<file path="config.mk">
export PLATFORM = sky130hd
export DESIGN_NAME = ahb_master_lsu
export DESIGN_NICKNAME = d
export VERILOG_FILES = /design/src/rtl/ahb_pkg.sv /design/src/rtl/lsu_data_align.sv /design/src/rtl/ahb_master_lsu.sv
export VERILOG_INCLUDE_DIRS = /design/src /design/src/rtl
export SDC_FILE = /design/constraint.sdc
export NUM_CORES = 1
export LEC_CHECK = 0
export CAP_MARGIN = 20
export CORE_MARGIN = 8
export CORE_UTILIZATION = 35
export DETAILED_ROUTE_END_ITERATION = 10
export GPL_ROUTABILITY_DRIVEN = 0
export GPL_TIMING_DRIVEN = 0
export PLACE_DENSITY = 0.68
export SYNTH_ARGS = -nofsm -noshare
export SYNTH_HDL_FRONTEND = slang
export SYNTH_SLANG_ARGS = --single-unit
</file>
<file path="constraint.sdc">
create_clock -name clk -period 1.8 [get_ports clk]
set_input_delay 0.54 -clock clk [delete_from_list [all_inputs] [get_ports clk]]
set_output_delay 0.54 -clock clk [all_outputs]
set_load 0.01 [all_outputs]
</file>
<file path="src/rtl/const_defines.svh">
// Global AHB bus widths shared by the initiator and slave-side logic.
`ifndef CONST_DEFINES_SVH
`define CONST_DEFINES_SVH

`define AHB_ADDR_WIDTH 32
`define AHB_DATA_WIDTH 32

`endif

</file>
<file path="src/rtl/ahb_pkg.sv">
// Shared AHB types, transfer-size codes and data alignment helpers.
`include "const_defines.svh"

package ahb_pkg;

    localparam int unsigned AHB_ADDR_W = `AHB_ADDR_WIDTH;
    localparam int unsigned AHB_DATA_W = `AHB_DATA_WIDTH;

    typedef enum logic [1:0] {
        ST_IDLE = 2'd0,
        ST_ADDR = 2'd1,
        ST_DATA = 2'd2,
        ST_RESP = 2'd3
    } lsu_state_t;

    // RV32 funct3 size codes
    localparam logic [2:0] RW_B  = 3'b000;
    localparam logic [2:0] RW_H  = 3'b001;
    localparam logic [2:0] RW_W  = 3'b010;
    localparam logic [2:0] RW_BU = 3'b100;
    localparam logic [2:0] RW_HU = 3'b101;

    // Replicate right-justified store data across all byte lanes
    function automatic logic [31:0] store_replicate(input logic [2:0]  rwtyp,
                                                    input logic [31:0] wdata);
        logic [31:0] res;
        case (rwtyp)
            RW_B, RW_BU: res = {4{wdata[7:0]}};
            RW_H, RW_HU: res = {2{wdata[15:0]}};
            default:     res = wdata;
        endcase
        return res;
    endfunction

    // Pick the addressed lane out of a bus word and sign/zero extend it
    function automatic logic [31:0] load_extend(input logic [2:0]  rwtyp,
                                                input logic [1:0]  addr_lo,
                                                input logic [31:0] rdata);
        logic [7:0]  lane;
        logic [15:0] half;
        logic [31:0] res;
        case (addr_lo)
            2'd0:    lane = rdata[7:0];
            2'd1:    lane = rdata[15:8];
            2'd2:    lane = rdata[23:16];
            default: lane = rdata[31:24];
        endcase
        half = addr_lo[1] ? rdata[31:16] : rdata[15:0];
        case (rwtyp)
            RW_B:    res = {{24{lane[7]}}, lane};
            RW_BU:   res = {24'd0, lane};
            RW_H:    res = {{16{half[15]}}, half};
            RW_HU:   res = {16'd0, half};
            default: res = rdata;
        endcase
        return res;
    endfunction

    // Misaligned halfword/word or an unsupported size code
    function automatic logic is_bad_req(input logic [2:0] rwtyp,
                                        input logic [1:0] addr_lo);
        logic bad;
        case (rwtyp)
            RW_B, RW_BU: bad = 1'b0;
            RW_H, RW_HU: bad = addr_lo[0];
            RW_W:        bad = (addr_lo != 2'd0);
            default:     bad = 1'b1;
        endcase
        return bad;
    endfunction

endpackage

</file>
<file path="src/rtl/lsu_data_align.sv">
// Combinational store-lane replication and load lane-select/extension.
module lsu_data_align
    import ahb_pkg::*;
(
    input  logic [2:0]  rwtyp,
    input  logic [1:0]  addr_lo,
    input  logic [31:0] wdata,
    input  logic [31:0] rdata,
    output logic [31:0] wdata_rep,
    output logic [31:0] rdata_ext
);

    // Bus-facing store data and core-facing load data
    assign wdata_rep = store_replicate(rwtyp, wdata);
    assign rdata_ext = load_extend(rwtyp, addr_lo, rdata);

endmodule

</file>
<file path="src/rtl/ahb_master_lsu.sv">
// Single-outstanding load/store unit driving non-pipelined AHB transfers.
module ahb_master_lsu
    import ahb_pkg::*;
#(
    parameter int unsigned ADDR_W  = AHB_ADDR_W,
    parameter int unsigned DATA_W  = AHB_DATA_W,
    parameter int unsigned TIMEOUT = 255
) (
    input  logic              clk,
    input  logic              rst,
    input  logic              req_valid,
    output logic              req_ready,
    input  logic [ADDR_W-1:0] req_addr,
    input  logic              req_we,
    input  logic [2:0]        req_rwtyp,
    input  logic [DATA_W-1:0] req_wdata,
    output logic              rsp_valid,
    output logic [DATA_W-1:0] rsp_rdata,
    output logic              rsp_err,
    output logic [ADDR_W-1:0] haddr,
    output logic              hwrite,
    output logic              hsel,
    output logic [2:0]        hrwtyp,
    output logic [DATA_W-1:0] hwdata,
    input  logic              hready,
    input  logic              hresp,
    input  logic [DATA_W-1:0] hrdata
);

    localparam int unsigned CNT_W = ($clog2(TIMEOUT + 1) > 8) ? $clog2(TIMEOUT + 1) : 8;

    lsu_state_t        state;
    lsu_state_t        state_nxt;

    logic [1:0]        addr_lo_q;
    logic              we_q;
    logic [2:0]        rwtyp_q;
    logic [DATA_W-1:0] wdata_q;
    logic [CNT_W-1:0]  cnt;

    logic              bad_req;
    logic              timeout_hit;
    logic              accept;
    logic [DATA_W-1:0] wdata_rep;
    logic [DATA_W-1:0] rdata_ext;

    logic              hsel_nxt;
    logic              hwrite_nxt;
    logic [2:0]        hrwtyp_nxt;
    logic [ADDR_W-1:0] haddr_nxt;
    logic [DATA_W-1:0] hwdata_nxt;
    logic              rsp_valid_nxt;
    logic              rsp_err_nxt;
    logic [DATA_W-1:0] rsp_rdata_nxt;

    assign req_ready   = (state == ST_IDLE) && !rst;
    assign accept      = (state == ST_IDLE) && req_valid;
    assign bad_req     = is_bad_req(req_rwtyp, req_addr[1:0]);
    // Terminal count reached on the TIMEOUT-th data-phase cycle
    assign timeout_hit = (TIMEOUT != 0) && (cnt == CNT_W'(TIMEOUT - 1));

    lsu_data_align u_align (
        .rwtyp     (rwtyp_q),
        .addr_lo   (addr_lo_q),
        .wdata     (wdata_q),
        .rdata     (hrdata),
        .wdata_rep (wdata_rep),
        .rdata_ext (rdata_ext)
    );

    // State register
    always_ff @(posedge clk) begin
        if (rst) begin
            state <= ST_IDLE;
        end else begin
            state <= state_nxt;
        end
    end

    // Next-state decode; hready beats the timeout when both occur
    always_comb begin
        state_nxt = state;
        case (state)
            ST_IDLE: begin
                if (req_valid) begin
                    state_nxt = bad_req ? ST_RESP : ST_ADDR;
                end
            end
            ST_ADDR: state_nxt = ST_DATA;
            ST_DATA: begin
                if (hready || timeout_hit) begin
                    state_nxt = ST_RESP;
                end
            end
            ST_RESP: state_nxt = ST_IDLE;
            default: state_nxt = ST_IDLE;
        endcase
    end

    // Next values of the registered bus and response outputs
    always_comb begin
        hsel_nxt      = 1'b0;
        hwrite_nxt    = 1'b0;
        hrwtyp_nxt    = 3'd0;
        haddr_nxt     = haddr;
        hwdata_nxt    = hwdata;
        rsp_valid_nxt = 1'b0;
        rsp_err_nxt   = 1'b0;
        rsp_rdata_nxt = rsp_rdata;
        case (state)
            ST_IDLE: begin
                if (req_valid) begin
                    if (bad_req) begin
                        rsp_valid_nxt = 1'b1;
                        rsp_err_nxt   = 1'b1;
                        rsp_rdata_nxt = '0;
                    end else begin
                        hsel_nxt   = 1'b1;
                        haddr_nxt  = req_addr;
                        hwrite_nxt = req_we;
                        hrwtyp_nxt = req_rwtyp;
                    end
                end
            end
            ST_ADDR: begin
                hsel_nxt   = 1'b1;
                hwrite_nxt = we_q;
                hrwtyp_nxt = rwtyp_q;
                hwdata_nxt = wdata_rep;
            end
            ST_DATA: begin
                if (hready) begin
                    rsp_valid_nxt = 1'b1;
                    rsp_err_nxt   = hresp;
                    rsp_rdata_nxt = (hresp || we_q) ? '0 : rdata_ext;
                end else if (timeout_hit) begin
                    rsp_valid_nxt = 1'b1;
                    rsp_err_nxt   = 1'b1;
                    rsp_rdata_nxt = '0;
                end else begin
                    hsel_nxt   = 1'b1;
                    hwrite_nxt = we_q;
                    hrwtyp_nxt = rwtyp_q;
                end
            end
            default: ;
        endcase
    end

    // Output, request-capture and timeout-counter registers
    always_ff @(posedge clk) begin
        if (rst) begin
            hsel      <= 1'b0;
            hwrite    <= 1'b0;
            hrwtyp    <= 3'd0;
            haddr     <= '0;
            hwdata    <= '0;
            rsp_valid <= 1'b0;
            rsp_err   <= 1'b0;
            rsp_rdata <= '0;
            addr_lo_q <= 2'd0;
            we_q      <= 1'b0;
            rwtyp_q   <= 3'd0;
            wdata_q   <= '0;
            cnt       <= '0;
        end else begin
            hsel      <= hsel_nxt;
            hwrite    <= hwrite_nxt;
            hrwtyp    <= hrwtyp_nxt;
            haddr     <= haddr_nxt;
            hwdata    <= hwdata_nxt;
            rsp_valid <= rsp_valid_nxt;
            rsp_err   <= rsp_err_nxt;
            rsp_rdata <= rsp_rdata_nxt;
            if (accept) begin
                addr_lo_q <= req_addr[1:0];
                we_q      <= req_we;
                rwtyp_q   <= req_rwtyp;
                wdata_q   <= req_wdata;
            end
            if (state_nxt == ST_ADDR) begin
                cnt <= '0;
            end else if (state == ST_DATA && cnt != '1) begin
                cnt <= cnt + CNT_W'(1);
            end
        end
    end

endmodule

</file>
## Word level (Yosys, flattened, before mapping)

Cells that the tools add are included.

| storage, ports and cells | value |
|---|---|
| register bits after elaboration | 151 |
| bits of input ports | 105 |
| output and inout bits | 104 |
| word-level logic and storage cells | 90 |

| operators by class | value |
|---|---|
| add/sub/neg operators | 1 |
| eq/ne operators | 18 |
| mux-type cells | 37 |
| bitwise operators | 1 |
| reductions and logical operators | 19 |

Operators by type and width:

| cell | number |
|---|---|
| 32-bit two-way mux | 5 |
| 32-bit one-hot mux with 2 select lines | 2 |
| 32-bit one-hot mux with 4 select lines | 1 |
| 8-bit one-hot mux with 3 select lines | 1 |
| 16-bit two-way mux | 1 |
| 1-bit two-way mux | 13 |
| 3-bit == test, second input constant | 4 |
| 3-bit two-way mux | 4 |
| 2-bit OR reduction | 5 |
| 1-bit one-hot mux with 3 select lines | 3 |
| 3-bit one-hot mux with 3 select lines | 1 |
| 8-bit by 1-bit adder with 8-bit output, second input constant | 1 |
| 8-bit == test, second input constant | 1 |
| 8-bit inequality test, second input constant | 1 |
| 2-bit one-hot mux with 4 select lines | 1 |
| 2-bit by 1-bit == test with 1-bit output, second input constant | 3 |
| 2-bit == test, second input constant | 3 |
| 3-bit by 1-bit == test with 1-bit output, second input constant | 2 |
| 3-bit zero test | 2 |
| 2-bit two-way mux | 3 |
| 2-bit zero test | 2 |
| 2-bit inequality test, second input constant | 2 |
| 1-bit one-hot mux with 2 select lines | 2 |
| 4-bit AND reduction | 1 |
| other kinds (8) | 12 |

## Logic depth before layout (Yosys ltp)

Gate-level depths: netlist of run 1.

| depth | value |
|---|---|
| word-level depth | 8 |
| depth in mapped cells | 9 |
| mapped depth without buffers | 7 |

## Cells and area by module

From an unflattened synthesis of run 1, not the netlist that was laid out.

| second synthesis, totals | value |
|---|---|
| cell total of the unflattened synthesis | 827 |
| area, all modules | 7114.3 µm² |

By module, submodules not included:

| module | times used | cells each | area each (µm²) |
|---|---|---|---|
| ahb_master_lsu | 1 | 658 | 5816.8 |
| lsu_data_align | 1 | 169 | 1297.5 |

## Least setup slack after synthesis of run 1

OpenSTA, ideal clock, no wires.

| timing | value |
|---|---|
| kind | register to register |
| start point | register state[0] |
| end point | register rsp_rdata[10] |
| setup time | 0.122 ns |
| data arrival time | 1.835 ns |
| data required time | 1.678 ns |
| slack | -0.156 ns |
| stages on the path, launching flop included | 8 |
| buffers on the path | 1 |
| cell sequence | dfxtp_1 inv_1 ha_1 nand2_2 o32ai_2 o22ai_1 buf_2 a221o_1 |

| between the ends | value |
|---|---|
| cells in the longest elaborated chain, start to end | 3 |
| elaborated cells between the ends (all ways) | 8 |
| those cells by class | eq/ne (4); mux (1); reduce/logical (3) |

Ends and longest elaborated chain:

| item | RTL line | RTL |
|---|---|---|
| from (decl) | ahb_master_lsu.sv:32 | `lsu_state_t state;` |
| from (signal assigned) | ahb_master_lsu.sv:76 | `state <= state_nxt;` |
| 2-bit == test / 2-bit zero test (equally long branches) | ahb_master_lsu.sv:110 | `case (state)` |
| 3-bit inequality test (no line), or another cell as far along | - |  |
| 4-bit AND reduction (no line) | - |  |
| to (signal assigned) | ahb_master_lsu.sv:174 | `rsp_rdata <= rsp_rdata_nxt;` |
| to (decl) | ahb_master_lsu.sv:18 | `output logic [DATA_W-1:0] rsp_rdata,` |

Several ways; a longest one is shown, not always the timed one.
A chain may end at the register's enable or synchronous reset.

## Final worst setup path of run 1

Same ends and word-level chain as after synthesis.

==> metrics, run 1 <==
status=finished with violations; failing checks=negative setup slack; H-tree depth=4; final worst path period share=102.1%; Net Count, Synth=868; Simple-Gate Fraction of Synth Area=20.57%; Layout Utilization=55.71%; DR vias=6334; Slew Limit Fails=0; Max IR drop VDD=0.7729 mV; DR WL met2=10.27 mm; ratio of cells with drive above 1 in the final layout=15.04%; register area share after synthesis=49.12%; fin crit period=1.838 ns; Overflow after GRT=0; largest net degree at the start of global routing=17; Die H=148.6 um; Pwr Density=1199 mW/mm^2; DPL Wire Length=15.84 mm; vias in the first global route=6140; ys async rst share=0%; cell area after synthesis=0.006155 mm^2; syn avg cell area=8.130 um^2; TritonRoute pass-1 iters=5; CTS max path bufs=2; WL final=21.66 mm; post-DR vias/cell=5.092; critical path's largest stage delay=0.42 ns; gr usage total=19.15%; M1 WL=9.125 mm; Slew @ Worst Pin=0.7027 ns; Worst Setup Slack, final=-0.03754 ns; Filler cells=1616; Mapped Cells=757; worst hold start=rsp_rdata[20]; Rows=48; Placeable Area=0.01724 mm^2; synth top area cells=dfxtp_1, nand2_1, a21oi_1, mux2i_1, nor2_1; most common cell in the netlist=nand2_1; DR top layer=met5; die area=0.02208 mm^2; reg-to-reg critical path startpoint=state[0]; CP endpoint kind=flop; antenna violations before repair=3; Gate power share=33.4%; DRC=0; Root Driver=clkbuf_16; met3 wire len=1.949 mm; iteration-0 DRC count of the detailed router=321; I/O pins=209; slowest CP cell=o32ai_4; Max Fclk=0.5442 GHz; slew margin rel.=52.98%; final worst hold slack=0.4469 ns; crit path from=state[0]; initial core utilization=35.71%; Min-Delay Path Class=flop to flop; CTS tree=yes; clock-pin slew on the worst setup and hold paths=0.06 ns; Multi-input gate area=0.003182 mm^2; Fin. Hold Viols=0; Int Power=7550 uW; most used flip-flop cell after synthesis=dfxtp_1; Sinks on Clock Net=151; Yosys warning total=0; clock latency on the worst-skew pair=0.42 ns; post-synthesis mux area share=6.282%; Psw=3968 uW; clock share of power=30.7%; Final Setup Violations=9; CP Cell Sequence=inv_2 -> ha_4 -> nand2_4 -> o32ai_4 -> o22ai_4 -> buf_6 -> a221o_1; PortBufs=208; most frequent cells after synthesis=nand2_1, dfxtp_1, a21oi_1; Compound-Gate Fraction of Synth Area=18.05%; clk_skew=0.01133 ns; Post-Synth XOR/XNOR Area=0.7115%; Post-synth EDFFs=0; Req. time, crit path=2.10 ns; area leader, netlist=dfxtp_1; Final nets=1115; TritonCTS buffer count=17; maximum net fanout on the critical path=5; Crit path arrival time=2.14 ns; #FFs+latches synth=151; Max Cap Viol=0; first-pass GRT wire length=33.42 mm; share of the synthesized area in the top cell type=49.12%; Switching Fraction=34.45%; antenna-violating nets left=0; Reg power frac=36.0%; CTS Hold Bufs=0; largest family of logic cells by synthesized area=simple AND/OR/NAND/NOR gates; Setup CP Type=flop to flop; area delta synth->final=56.03%; Avg WL per Cell=17.41 um; Startpoint Class=flop; Die Wd=148.6 um; Leak=0.004098 uW; unrepaired setup endpoints after global routing=yes; Storage cell area=0.003028 mm^2; Unique masters post-synth=47; Synth Area in Adders=1.220%
[state kept, by name, indices dropped and copies added, names as in the netlist, 2 cells and up]
| signal | count |
|---|---|
| wdata_q | 32 |
| state | 2 |
| cnt | 8 |
| rsp_rdata | 32 |
| hwdata | 32 |
| haddr | 32 |
| hrwtyp | 3 |
| rwtyp_q | 3 |
| addr_lo_q | 2 |
[path summary, 6_finish.rpt]
kind / endpoint / slack, ns / depth (start not counted)
max: rsp_rdata[10] / -0.04 / 7
min: rsp_rdata[20] / 0.45 / 2
max reg2reg: rsp_rdata[10] / -0.04 / 7
min reg2reg: rsp_rdata[20] / 0.45 / 2
[cells by family (layout without fill, tap and decap cells)]
| logic type | count (synthesis) | after routing |
|---|---|---|
| flip-flops | 151 | 151 |
| XOR/XNOR | 5 | 5 |
| AND/OR/NAND/NOR | 313 | 313 |
| other | 0 | 2 |
| buffers and inverters | 59 | 319 |
| AO/OA/AOI/OAI | 186 | 186 |
| multiplexers | 37 | 37 |
| adder cells (fa/ha/maj) | 6 | 6 |
[worst max-delay path, delay by kind of cell, from the launching register on]
| family | cells | cell delay [ns] |
|---|---|---|
| AOI/OAI and AO/OA | 3 | 0.90 |
| adders and majority gates | 1 | 0.17 |
| buffers and inverters | 2 | 0.25 |
| DFF | 1 | 0.33 |
| and+or+nand+nor | 1 | 0.07 |
[routing by layer]
layer  vias to the layer above  GRT usage, %
li1                       3096             -
met4                         2         4.997
met2                       245         30.98
met3                        25         6.351
met5                         -             0
met1                      2966         23.91
[cell usage in the layout (no fill, tap or decap), drive strengths merged, types with 5 or more instances in the layout]
cell type	Yosys	routed
a211oi	8	8
o21ai	44	44
nor3	12	12
a31oi	9	9
dlygate4sd2	0	112
dfxtp	151	151
nand2b	5	5
a21oi	86	86
ha	6	6
mux2i	33	33
nor2	62	62
nand3	5	5
a221o	7	7
a32o	5	5
clkdlybuf4s50	0	93
o22ai	8	8
buf	18	35
a311oi	9	9
clkbuf	35	58
inv	6	13
nand2	210	210
[cell type report]
type                    count  share of cell area (%)
clock inverters            13                   1.394
plain buffers              52                   3.479
repair buffers            229                   22.53
flip-flops and latches    151                   31.53
clock buffers              19                   4.717
multi-input cells         547                   33.13
well taps                 225                   2.932
inverters                   6                  0.2345
diodes                      2                 0.05212
[repair_timing]
action / in CTS / in global routing
gates resized for setup: 161 / 108
cloned: 1 / 3
endpoints found under the setup margin: 253 / 122
pin swaps: 12 / 34
hold endpoints to repair: 0 / 0
buffers inserted: 12 / 5
[stage by stage]
stage	cells	setup TNS (ns)	cell area (um^2)	setup slack [ns]	power, uW
floorplan	757	-0.1837	6195	-0.02624	6097
global placement	1190	-97.22	8558	-1.016	7566
detailed placement	1190	-99.13	8558	-1.017	7603
CTS	1235	-0.04934	9213	-0.04934	11200
global route	1244	-2.291	9603	-0.1174	12110
finish	1244	-0.2102	9603	-0.03754	11520
[power groups by stage]
stage	Clock [uW]	Sequential, uW	Combinational (uW)
6_report	3530	4140	3840
5_1_grt	3730	4200	4180
4_1_cts	3600	4120	3470
3_5_place_dp	0	4200	3400
3_3_place_gp	0	4200	3370
2_1_floorplan	0	4240	1860
Power figures use the tool's default switching activity.
==> inputs of run 2 (changes only) <==
--- a/config.mk
+++ b/config.mk
@@ -9,10 +9,12 @@
 export CAP_MARGIN = 20
 export CORE_MARGIN = 8
 export CORE_UTILIZATION = 35
+export CTS_BUF_LIST = sky130_fd_sc_hd__clkbuf_8
 export DETAILED_ROUTE_END_ITERATION = 10
 export GPL_ROUTABILITY_DRIVEN = 0
 export GPL_TIMING_DRIVEN = 0
 export PLACE_DENSITY = 0.68
+export SKIP_LAST_GASP = 1
 export SYNTH_ARGS = -nofsm -noshare
 export SYNTH_HDL_FRONTEND = slang
 export SYNTH_SLANG_ARGS = --single-unit
==> run 2 against run 1 <==
  * The flow still finishes with violations (negative setup slack)
  * Critical endpoint is now req_ready
  * Fmax hardly changed
  * Register-to-register slack better by 0.02 ns
  * Design area is 4.1% lower
  * Non-clock buffer count is 2 lower
  * Hold slack worse by 0.0050 ns
  * Clock-buffer cell count stayed put
==> metrics, run 2 (same netlist as run 1, synthesis figures left out) <==
H-tree depth=4 (unchanged); Sinks on Clock Net=151 (unchanged); ratio of cells with drive above 1 in the final layout=12.91% (was 15.04%); Setup CP Type=flop to output port (was flop to flop); Pwr Density=1137 mW/mm^2 (was 1199 mW/mm^2); Root Driver=clkbuf_8 (was clkbuf_16); clock-pin slew on the worst setup and hold paths=0.08 ns (was 0.06 ns); Startpoint Class=flop (unchanged); WL final=21.53 mm (was 21.66 mm); die area=0.02208 mm^2 (unchanged); Final Setup Violations=7 (was 9); Max Cap Viol=0 (unchanged); final worst hold slack=0.4419 ns (was 0.4469 ns); Max IR drop VDD=0.6590 mV (was 0.7729 mV); clk_skew=0.02105 ns (was 0.01133 ns); Slew @ Worst Pin=0.6937 ns (was 0.7027 ns); delay-heaviest family, CP=flip-flops (was compound AO/OA/AOI/OAI gates); CTS Hold Bufs=0 (unchanged); Leak=0.003873 uW (was 0.004098 uW); CTS tree=yes (unchanged); maximum net fanout on the critical path=5 (unchanged); Min-Delay Path Class=flop to flop (unchanged); gr usage total=18.96% (was 19.15%); CP Cell Sequence=inv_2 -> ha_4 -> nor2b_4 -> buf_6 (was inv_2 -> ha_4 -> nand2_4 -> o32ai_4 -> o22ai_4 -> buf_6 -> a221o_1); slowest CP cell=dfxtp_2 (was o32ai_4); Rows=48 (unchanged); PortBufs=208 (unchanged); status=finished with violations (unchanged); Max Fclk=0.5447 GHz (was 0.5442 GHz); Placeable Area=0.01724 mm^2 (unchanged); vias in the first global route=6063 (was 6140); antenna violations before repair=2 (was 3); fin crit period=1.836 ns (was 1.838 ns); iteration-0 DRC count of the detailed router=360 (was 321); Final nets=1113 (was 1115); critical path's largest stage delay=0.37 ns (was 0.42 ns); Slew Limit Fails=0 (unchanged); area delta synth->final=49.68% (was 56.03%); Die H=148.6 um (unchanged); TritonRoute pass-1 iters=4 (was 5); initial core utilization=35.71% (unchanged); failing checks=negative setup slack (unchanged); antenna cells=0 (was 2); slew margin rel.=53.58% (was 52.98%); antenna-violating nets left=0 (unchanged); Crit path arrival time=1.30 ns (was 2.14 ns); Filler cells=1668 (was 1616); DR vias=6304 (was 6334); worst slack at placement=-1.017 ns (unchanged); Die Wd=148.6 um (unchanged); largest net degree at the start of global routing=17 (unchanged); clock latency on the worst-skew pair=0.46 ns (was 0.42 ns); unrepaired setup endpoints after global routing=yes (unchanged); first-pass GRT wire length=33.00 mm (was 33.42 mm); Worst Setup Slack, final=-0.03581 ns (was -0.03754 ns); Fin. Hold Viols=0 (unchanged); TritonCTS buffer count=17 (unchanged); DRC=0 (unchanged); Layout Utilization=53.45% (was 55.71%); most used cells in the layout excluding fill and tap cells=nand2_1, dfxtp_1, dlygate4sd2_1 (unchanged); DPL Wire Length=15.84 mm (unchanged); most common cell after layout, fill and taps aside=nand2_1 (unchanged); final worst path period share=102.0% (was 102.1%); post-DR vias/cell=5.084 (was 5.092); WP buf/inv=2 (unchanged); Avg WL per Cell=17.36 um (was 17.41 um); Overflow after GRT=0 (unchanged); Req. time, crit path=1.26 ns (was 2.10 ns); CTS max path bufs=2 (unchanged); I/O pins=209 (unchanged); CP endpoint kind=output port (was flop)
run 2: stage by stage:
stage	std cells	setup TNS, ns	total power (uW)	area [um^2]
after floorplan	757	-0.1837	6097	6195
after global placement	1190	-97.22	7566	8558
after detailed placement	1190	-99.13	7603	8558
after CTS	1234	-0.1843	10230	8982
after global routing	1240	-2.135	11030	9213
final	1240	-0.08559	10480	9213
run 2: repair_timing:
item | CTS | global route
pin swaps | 7 | 18
resized for setup | 154 | 66
gates cloned | 1 | 2
hold endpoints to repair | 0 | 0
endpoints found under the setup margin | 253 | 115
buffers inserted | 11 | 4
run 2: worst paths after layout:
check / from / to / slack, ns / cells after the start
worst max register to register: state[1] / rsp_rdata[10] / -0.02 / 7
worst min-delay path: rsp_rdata[15] / rsp_rdata[15] / 0.44 / 2
worst max-delay path: state[1] / req_ready / -0.04 / 4
worst min register to register: rsp_rdata[15] / rsp_rdata[15] / 0.44 / 2
run 2: area by class of cell:
| type | instances | area [um^2] | share of cell area [%] |
|---|---|---|---|
| plain buffers | 53 | 305.3 | 3.314 |
| clock buffers | 19 | 261.5 | 2.839 |
| clock inverters | 13 | 133.9 | 1.453 |
| inverters | 6 | 25.02 | 0.2716 |
| multi-input cells | 547 | 3059 | 33.21 |
| flip-flops and latches | 151 | 3028 | 32.87 |
| well taps | 225 | 281.5 | 3.056 |
| repair buffers | 226 | 2118 | 22.99 |
run 2: worst register-to-register path: stages, from the launching register on:
cell,delay (ns)
dfxtp_2,0.35
inv_2,0.08
ha_4,0.17
nand2_4,0.07
o32ai_4,0.41
o22ai_4,0.17
buf_6,0.16
a221o_1,0.31
run 2: layer usage:
| metal | vias to the layer above | GRT usage (%) | routed length (um) |
|---|---|---|---|
| met5 | - | 0 | 13 |
| met4 | 2 | 5.048 | 308 |
| met3 | 27 | 5.743 | 1882 |
| met2 | 245 | 30.86 | 10100 |
| met1 | 2941 | 23.82 | 9226 |
| li1 | 3089 | - | - |
run 2: power by group:
part,switching [uW],internal [uW],total [uW]
Sequential,323,3810,4130
Combinational,2070,1650,3720
Clock,1420,1210,2630
Total,3820,6660,10500
==> inputs of run 3 (changes only) <==
--- a/config.mk
+++ b/config.mk
@@ -12,8 +12,7 @@
 export CTS_BUF_LIST = sky130_fd_sc_hd__clkbuf_8
 export DETAILED_ROUTE_END_ITERATION = 10
 export GPL_ROUTABILITY_DRIVEN = 0
-export GPL_TIMING_DRIVEN = 0
-export PLACE_DENSITY = 0.68
+export PLACE_DENSITY = 0.65
 export SKIP_LAST_GASP = 1
 export SYNTH_ARGS = -nofsm -noshare
 export SYNTH_HDL_FRONTEND = slang
==> constraint.sdc (replaced) <==
create_clock -name clk -period 2.3 [get_ports clk]
set_input_delay 0.69 -clock clk [delete_from_list [all_inputs] [get_ports clk]]
set_output_delay 0.69 -clock clk [all_outputs]
set_load 0.01 [all_outputs]
==> run 3 against run 2 <==
  * The flow now finishes without violations
  * Sequential share of layout area grew 0.26 points
  * Sequential power shrank 22%
  * Clock power is 12% lower
  * Power fell by 21%
  * Utilization decreased by 0.44 points
  * Register-to-register slack gained 0.23 ns
  * Setup slack improved by 0.15 ns
  * Clock-buffer cell count unchanged
  * Critical endpoint unchanged
  * Critical path depth is the same
  * Combinational power is 27% lower
==> metrics, run 3 (same netlist as run 1, synthesis figures left out) <==
Fin. Hold Viols=0 (unchanged); setup TNS=0 ns (was -0.08559 ns); CTS tree=yes (unchanged); Placeable Area=0.01724 mm^2 (unchanged); Setup Buffers After CTS=0 (was 11); Sinks on Clock Net=151 (unchanged); ratio of cells with drive above 1 in the final layout=9.239% (was 12.91%); TritonRoute pass-1 iters=4 (unchanged); slew margin rel.=58.52% (was 53.58%); I/O pins=209 (unchanged); Hold Crit Depth=2 (unchanged); gr usage total=17.73% (was 18.96%); worst slack at placement=-0.3380 ns (was -1.017 ns); Startpoint Class=flop (unchanged); Post-Place Cell Area=0.008665 mm^2 (was 0.008558 mm^2); reg-to-reg critical path startpoint=state[0] (was state[1]); fin crit period=2.190 ns; maximum net fanout on the critical path=4 (was 5); status=finished, final reports clean (was finished with violations); largest net degree at the start of global routing=113 (was 17); CTS Hold Bufs=0 (unchanged); Worst Setup Slack, final=0.1096 ns (was -0.03581 ns); Min-Delay Path Class=flop to flop (unchanged); CP endpoint kind=output port (unchanged); CTS max path bufs=2 (unchanged); Crit Reg-Reg Endpoint=rsp_rdata[11] (was rsp_rdata[10]); Pwr Density=907.2 mW/mm^2 (was 1137 mW/mm^2); Max Fclk=0.4565 GHz; WL final=19.80 mm (was 21.53 mm); H-tree depth=4 (unchanged); Req. time, crit path=1.61 ns (was 1.26 ns); Crit path arrival time=1.50 ns (was 1.30 ns); Final Setup Violations=0 (was 7); clock-pin slew on the worst setup and hold paths=0.09 ns (was 0.08 ns); vias in the first global route=5670 (was 6063); Layout Utilization=53.01% (was 53.45%); Storage cell area=0.003027 mm^2 (was 0.003028 mm^2); iteration-0 DRC count of the detailed router=302 (was 360); Setup CP Type=flop to output port (unchanged); Final Instance Area=0.009136 mm^2 (was 0.009213 mm^2); antenna violations before repair=0 (was 2); Reg2Reg Setup Slack=0.21 ns (was -0.02 ns); clock latency on the worst-skew pair=0.45 ns (was 0.46 ns); most common cell after layout, fill and taps aside=nand2_1 (unchanged); antenna-violating nets left=0 (unchanged); Root Driver=clkbuf_8 (unchanged); Die Wd=148.6 um (unchanged); Filler cells=1658 (was 1668); WHS Endpoint=rsp_rdata[19] (was rsp_rdata[15]); worst hold start=rsp_rdata[19] (was rsp_rdata[15]); DPL Wire Length=14.15 mm (was 15.84 mm); Max IR drop VDD=0.4883 mV (was 0.6590 mV); r2r worst-path depth=9 (was 7); Overflow after GRT=0 (unchanged); TritonCTS buffer count=17 (unchanged); first-pass GRT wire length=31.01 mm (was 33.00 mm); PortBufs=208 (unchanged); unrepaired setup endpoints after global routing=yes (unchanged); CTS resizes=1 (was 154); Leak=0.003291 uW (was 0.003873 uW); Multi-input gate area=0.002910 mm^2 (was 0.003059 mm^2); post-DR vias/cell=4.888 (was 5.084); DR vias=5914 (was 6304); most used cells in the layout excluding fill and tap cells=nand2_1, clkdlybuf4s50_1, dfxtp_1 (was nand2_1, dfxtp_1, dlygate4sd2_1); antenna cells=0 (unchanged); final worst path period share=95.23%; Slew @ Worst Pin=0.6222 ns (was 0.6937 ns); DRC=0 (unchanged); area delta synth->final=48.44% (was 49.68%); Max Cap Viol=0 (unchanged); Rows=48 (unchanged); Die H=148.6 um (unchanged); clk_skew=0.01104 ns (was 0.02105 ns); initial core utilization=35.71% (unchanged); die area=0.02208 mm^2 (unchanged); Avg WL per Cell=16.36 um (was 17.36 um); Slew Limit Fails=0 (unchanged); Final nets=1084 (was 1113)
run 3: per-layer routing:
| metal | global-route usage (%) | vias up | share of wire, % |
|---|---|---|---|
| li1 | - | 3015 | - |
| met1 | 21.87 | 2686 | 44 |
| met2 | 28.27 | 191 | 46 |
| met3 | 6.381 | 22 | 8.2 |
| met4 | 5.456 | 0 | 1.7 |
| met5 | 0 | - | 0 |
run 3: through the flow:
step / std cells / total power (uW) / hold slack, ns
after global placement: 1179 / 5999 / 0.4342
after floorplan: 757 / 4724 / 0.4360
after global routing: 1210 / 8782 / 0.4650
final: 1210 / 8288 / 0.4478
after CTS: 1210 / 8358 / 0.4503
after detailed placement: 1179 / 6024 / 0.4389
run 3: cell type report:
type	count	area share (%)
clock buffer	19	2.862
clock inverter	12	2.082
timing repair buffer	250	26.75
sequential	151	33.13
multi-input combinational	547	31.85
tap	225	3.081
inverter	6	0.2465
run 3: worst max-delay path by stage:
stage | startpoint | endpoint | slack, ns | cells after the start
after floorplan | hrdata[15] | rsp_rdata[10] | 0.31 | 5
after global placement | req_addr[0] | rsp_rdata[26] | -0.28 | 8
after detailed placement | req_addr[0] | rsp_rdata[16] | -0.34 | 8
after CTS | state[0] | req_ready | 0.01 | 4
after global routing | state[0] | req_ready | -0.01 | 4
final | state[0] | req_ready | 0.11 | 4
run 3: power breakdown:
| group | total (uW) | internal (uW) | switching, uW |
|---|---|---|---|
| combinational | 2730 | 1290 | 1440 |
| clock | 2320 | 1260 | 1060 |
| sequential | 3230 | 2980 | 255 |
run 3: worst max-delay path: stages, from the launching register on:
cell	delay, ns
dfxtp_2	0.36
inv_1	0.08
ha_1	0.21
nor2b_1	0.13
dlygate4sd2_1	0.28
